[config.mk]
export PLATFORM = sky130hd
export DESIGN_NAME = ps2_key_sequencer
export DESIGN_NICKNAME = d
export VERILOG_FILES = /design/src/rtl/ps2_key_sequencer.sv
export SDC_FILE = /design/constraint.sdc
export NUM_CORES = 1
export LEC_CHECK = 0
export CAP_MARGIN = 20
export CORE_ASPECT_RATIO = 1.75
export CORE_MARGIN = 10
export CORE_UTILIZATION = 57
export CTS_CLUSTER_SIZE = 8
export DETAILED_ROUTE_END_ITERATION = 8
export GPL_TIMING_DRIVEN = 0
export PLACE_DENSITY = 0.79
export SETUP_SLACK_MARGIN = 0.5
export SYNTH_ARGS = -nofsm -noshare
export SYNTH_HDL_FRONTEND = slang
export SYNTH_SLANG_ARGS = --single-unit
[constraint.sdc]
create_clock -name clk -period 3.75 [get_ports clk]
set_input_delay 1.125 -clock clk [delete_from_list [all_inputs] [get_ports clk]]
set_output_delay 1.125 -clock clk [all_outputs]
set_load 0.01 [all_outputs]
[src/rtl/ps2_key_sequencer.sv]
// PS/2 key sequencer: frames a typing session between start/end keys, filters
// break (F0) and extended (E0) prefixes, and queues translated characters in a FWFT FIFO.
module ps2_key_sequencer #(
    parameter int FIFO_DEPTH     = 8,
    parameter int TIMEOUT_CYCLES = 1_000_000
) (
    input  logic       clk,
    input  logic       reset,
    input  logic       rx_done_tick,
    input  logic [7:0] scan_code,
    input  logic       valido,
    input  logic       iniciar,
    input  logic       terminar,
    input  logic [6:0] traduccion,
    output logic       rx_en,
    output logic [6:0] char_out,
    output logic       char_empty,
    output logic       char_full,
    input  logic       char_rd,
    output logic       session_active,
    output logic       session_done,
    output logic       overflow,
    output logic [7:0] char_count
);

    localparam int AW = $clog2(FIFO_DEPTH);
    localparam int TW = $clog2(TIMEOUT_CYCLES + 1);
    localparam logic [TW-1:0] TMO_LAST   = TW'(TIMEOUT_CYCLES - 1);
    localparam logic [7:0]    SC_BREAK   = 8'hF0;
    localparam logic [7:0]    SC_EXTEND  = 8'hE0;

    typedef enum logic [2:0] {
        S_IDLE,
        S_BRK_I,
        S_ACTIVE,
        S_BRK_A,
        S_EXT,
        S_DONE
    } state_t;

    state_t          state_reg;
    logic [TW-1:0]   tmo_cnt_reg;
    logic            session_active_reg;
    logic            session_done_reg;
    logic            rx_en_reg;
    logic            overflow_reg;
    logic [7:0]      char_count_reg;
    logic [AW:0]     wr_ptr_reg;
    logic [AW:0]     rd_ptr_reg;
    logic [6:0]      mem [FIFO_DEPTH];

    logic is_break;
    logic is_extend;
    logic tmo_hit;
    logic start_session;
    logic push_req;
    logic do_push;
    logic do_pop;
    logic fifo_empty;
    logic fifo_full;

    always_comb begin
        is_break      = (scan_code == SC_BREAK);
        is_extend     = (scan_code == SC_EXTEND);
        tmo_hit       = (tmo_cnt_reg == TMO_LAST);
        start_session = rx_done_tick && (state_reg == S_IDLE) && !is_break && iniciar;
        // Priority inside a session: F0, E0, end key, start key, then translatable byte.
        push_req      = rx_done_tick && (state_reg == S_ACTIVE) && !is_break && !is_extend
                        && !terminar && !iniciar && valido;
        fifo_empty    = (wr_ptr_reg == rd_ptr_reg);
        fifo_full     = (wr_ptr_reg[AW] != rd_ptr_reg[AW])
                        && (wr_ptr_reg[AW-1:0] == rd_ptr_reg[AW-1:0]);
        do_pop        = char_rd && !fifo_empty;
        // A pop on the same edge frees the slot, so a full FIFO can still accept.
        do_push       = push_req && (!fifo_full || do_pop);
    end

    // Session state machine. The prefix counter idles at zero and only runs
    // while sitting in BRK_I, BRK_A or EXT without a new byte.
    always_ff @(posedge clk or negedge reset) begin
        if (!reset) begin
            state_reg          <= S_IDLE;
            tmo_cnt_reg        <= '0;
            session_active_reg <= 1'b0;
            session_done_reg   <= 1'b0;
        end else begin
            tmo_cnt_reg      <= '0;
            session_done_reg <= 1'b0;
            case (state_reg)
                S_IDLE: begin
                    if (rx_done_tick) begin
                        if (is_break) begin
                            state_reg <= S_BRK_I;
                        end else if (iniciar) begin
                            state_reg          <= S_ACTIVE;
                            session_active_reg <= 1'b1;
                        end
                    end
                end
                S_BRK_I: begin
                    if (rx_done_tick || tmo_hit) begin
                        state_reg <= S_IDLE;
                    end else begin
                        tmo_cnt_reg <= tmo_cnt_reg + 1'b1;
                    end
                end
                S_ACTIVE: begin
                    if (rx_done_tick) begin
                        if (is_break) begin
                            state_reg <= S_BRK_A;
                        end else if (is_extend) begin
                            state_reg <= S_EXT;
                        end else if (terminar) begin
                            state_reg          <= S_DONE;
                            session_active_reg <= 1'b0;
                            session_done_reg   <= 1'b1;
                        end
                    end
                end
                S_BRK_A: begin
                    if (rx_done_tick || tmo_hit) begin
                        state_reg <= S_ACTIVE;
                    end else begin
                        tmo_cnt_reg <= tmo_cnt_reg + 1'b1;
                    end
                end
                S_EXT: begin
                    if (rx_done_tick) begin
                        state_reg <= is_break ? S_BRK_A : S_ACTIVE;
                    end else if (tmo_hit) begin
                        state_reg <= S_ACTIVE;
                    end else begin
                        tmo_cnt_reg <= tmo_cnt_reg + 1'b1;
                    end
                end
                S_DONE: begin
                    state_reg <= S_IDLE;
                end
                default: begin
                    state_reg          <= S_IDLE;
                    session_active_reg <= 1'b0;
                end
            endcase
        end
    end

    // FIFO bookkeeping; a session start discards whatever the previous one left behind.
    always_ff @(posedge clk or negedge reset) begin
        if (!reset) begin
            wr_ptr_reg     <= '0;
            rd_ptr_reg     <= '0;
            overflow_reg   <= 1'b0;
            char_count_reg <= '0;
        end else if (start_session) begin
            wr_ptr_reg     <= '0;
            rd_ptr_reg     <= '0;
            overflow_reg   <= 1'b0;
            char_count_reg <= '0;
        end else begin
            if (do_push) begin
                wr_ptr_reg <= wr_ptr_reg + 1'b1;
                if (char_count_reg != 8'hFF) begin
                    char_count_reg <= char_count_reg + 8'd1;
                end
            end
            if (do_pop) begin
                rd_ptr_reg <= rd_ptr_reg + 1'b1;
            end
            if (push_req && !do_push) begin
                overflow_reg <= 1'b1;
            end
        end
    end

    always_ff @(posedge clk) begin
        if (do_push) begin
            mem[wr_ptr_reg[AW-1:0]] <= traduccion;
        end
    end

    // Receiver enable follows the full flag one cycle late.
    always_ff @(posedge clk or negedge reset) begin
        if (!reset) begin
            rx_en_reg <= 1'b0;
        end else begin
            rx_en_reg <= ~fifo_full;
        end
    end

    assign rx_en          = rx_en_reg;
    assign char_out       = fifo_empty ? 7'd0 : mem[rd_ptr_reg[AW-1:0]];
    assign char_empty     = fifo_empty;
    assign char_full      = fifo_full;
    assign session_active = session_active_reg;
    assign session_done   = session_done_reg;
    assign overflow       = overflow_reg;
    assign char_count     = char_count_reg;

endmodule

==> results_dict.tcl <==
set metrics [dict create \
    final_cell_mix "edfxtp_1, nor2_1, dfrtp_1" \
    fmax_mhz 309 \
    min_from "tmo_cnt_reg[0]" \
    hold_path_end "tmo_cnt_reg[0]" \
    cts_sinks 99 \
    first_pass_iters 4 \
    max-cap-violations 0 \
    n_antenna_cell 0 \
    cts_tree "done" \
    rr_endpoint "mem[4][6]" \
    cp-start-kind "primary input" \
    die_w_um 87.9 \
    hold_viol 0 \
    grt_usage_pct 16.5 \
    area_growth_pct 25.0 \
    finalNetCount 459 \
    worst_slew_pin_slew_ns 0.780 \
    final_common_cell "edfxtp_1" \
    io_buffers 42 \
    syn_area_per_cell_um2 12.9 \
    grt-ovfl-total 0 \
    r2r_start "state_reg[2]" \
    drive_above_1_share_pct 20.5 \
    synth_nets 381 \
    largest_reg_flops 56 \
    hold_class "reg2reg" \
    io_pins 43 \
    ys_seq_area_share_pct 60.0 \
    fin_crit_ns 3.24 \
    clockBufferDepth 2 \
    viasPerCell 5.88 \
    start_util_pct 58.1 \
    grt_max_degree 28 \
    drv_slew 0 \
    clock-root-buffer "clkbuf_16" \
    fin_util_pct 72.7 \
    clock_latency_ns 0.35 \
    drtIter0Drc 198 \
    cts.htree.levels 3 \
    grt_pass1_vias 3183 \
    period_share_pct 86.4 \
    holdWs_ns 0.460 \
    fp-row-count 43 \
    synthCells 355 \
    numCtsBuffers 9 \
    core-area_um2 7910 \
    place.gp.congestion 0.883 \
    crit_path_end_kind "flop" \
    grt_pass1_wl_um 15700 \
    status "finished, final reports clean" \
    fin_skew_ns 0.00714 \
    synth_ff_type "edfxtp_1" \
    ys_ff_latch 99 \
    drc 0 \
    p_leak_nw 2.18 \
    crit_arrival_ns 3.29 \
    reg2reg_depth 6 \
    critPathKind "in2reg" \
    postRouteAntennaNets 0 \
    synth_edf_count 56 \
    postRouteWirelength_um 9830 \
    vias 3103 \
    crit_path_max_fanout 6 \
    async_reset_ff_share_pct 43.4 \
    synth_cell_type_count 52 \
    chipHeight_um 139 \
    cp.required_ns 3.81 \
    power_density_nw_per_um2 608 \
    wire_per_inst_um 18.6 \
    rsz0062_at_grt "yes" \
    max_slew_margin_pct 47.8 \
    die-area_um2 12200 \
    hold_depth 1 \
    path_clk_slew_ns 0.07 \
    netlist_area_um2 4600 \
    rrSetupSlack_ns 1.15 \
    yosysWarnings 0 \
    ir_worst_vdd_v 0.000344 \
    finalSetupViolations 0 \
    antenna_found_initial 0 \
    hpwl_um 6840 \
]
==> through the flow <==
step | setup TNS (ns) | total power (W) | setup WS [ns] | instance area [um2] | std cells
after floorplan | 0 | 0.00199 | 0.669 | 4620 | 355
after global placement | -18.65 | 0.00236 | -0.451 | 5150 | 487
after detailed placement | -10.29 | 0.00240 | -0.492 | 5190 | 492
after CTS | 0 | 0.00348 | 0.507 | 5680 | 523
after global routing | 0 | 0.00367 | 0.384 | 5750 | 528
final | 0 | 0.00349 | 0.512 | 5750 | 528
==> worst max-delay path by stage <==
stage | from | end | slack [ns] | depth (start not counted)
6_report | terminar | mem[4][6] | 0.51 | 5
5_1_grt | terminar | mem[4][6] | 0.38 | 5
4_1_cts | scan_code[2] | mem[0][3] | 0.51 | 7
3_5_place_dp | rx_done_tick | mem[1][1] | -0.49 | 7
3_3_place_gp | rx_done_tick | mem[3][2] | -0.45 | 7
2_1_floorplan | rx_done_tick | mem[2][0] | 0.67 | 6
==> where the power goes <==
part	internal, W	switching, W
clock network	0.000522	0.000407
registers	0.00122	0.0000627
logic	0.000675	0.000606
==> synth_stat cells, drive strengths merged (3+ instances only) <==
cell    count  area share, %
nor4b       5           0.95
nand3      12            1.3
mux2i      11            2.4
a211oi      3           0.76
and3        9            1.2
xnor2      16            3.0
o21ai      10            1.3
nand4       3           0.41
or3         8            1.1
inv        12           0.98
mux4       14            6.9
nor4        5           0.82
and2        4           0.54
buf        11            2.1
or4         3           0.49
xor2       10            1.9
nor3        9            1.1
edfxtp     56             37
nor3b       5           0.82
clkbuf      7           0.79
o211ai      3           0.60
dfrtp      43             23
nor2       45            3.7
ha          4            1.1
nand2      19            1.6
a21oi      11            1.2
==> worst max-delay path, cell delays in order <==
cell             delay, ns
clkdlybuf4s50_1       0.49
nor3b_1               0.47
o2111ai_1             0.41
nor3_1                0.52
buf_4                 0.27
==> layout make-up <==
class	instances	area (um2)
Sequential cell	99	2760
Fill cell	525	2160
Multi-Input combinational cell	226	1730
Timing Repair Buffer	67	619
Clock buffer	9	225
Buffer	18	186
Tap cell	90	113
Clock inverter	7	75.1
Inverter	12	45.0
==> what timing repair did <==
item,in CTS,in global routing
endpoints found under the setup margin,59,36
endpoints found under the hold margin,0,0
hold buffers,0,0
pin swaps,3,2
resized for setup,28,12
buffers inserted,14,5
cloned,1,0
==> cell families (layout without fill, tap and decap cells) <==
family | count (synthesis) | in the layout | share of synthesized area [%]
adder cells (fa/ha/maj) | 4 | 4 | 1.09
buffers and inverters | 30 | 113 | 3.89
flip-flops | 99 | 99 | 60.0
AO/OA/AOI/OAI | 38 | 38 | 5.69
multiplexers | 25 | 25 | 9.25
AND/OR/NAND/NOR | 133 | 133 | 15.1
XOR/XNOR | 26 | 26 | 4.95
==> metal layers <==
metal  GRT usage [%]  up-vias  wire, um
li1                -     1457         -
met4            7.67        0       211
met3            4.76       18       514
met2            28.2       93      5340
met5               0        -         0
met1            18.0     1535      3770
No activity file was read; power rests on OpenSTA's default activity.
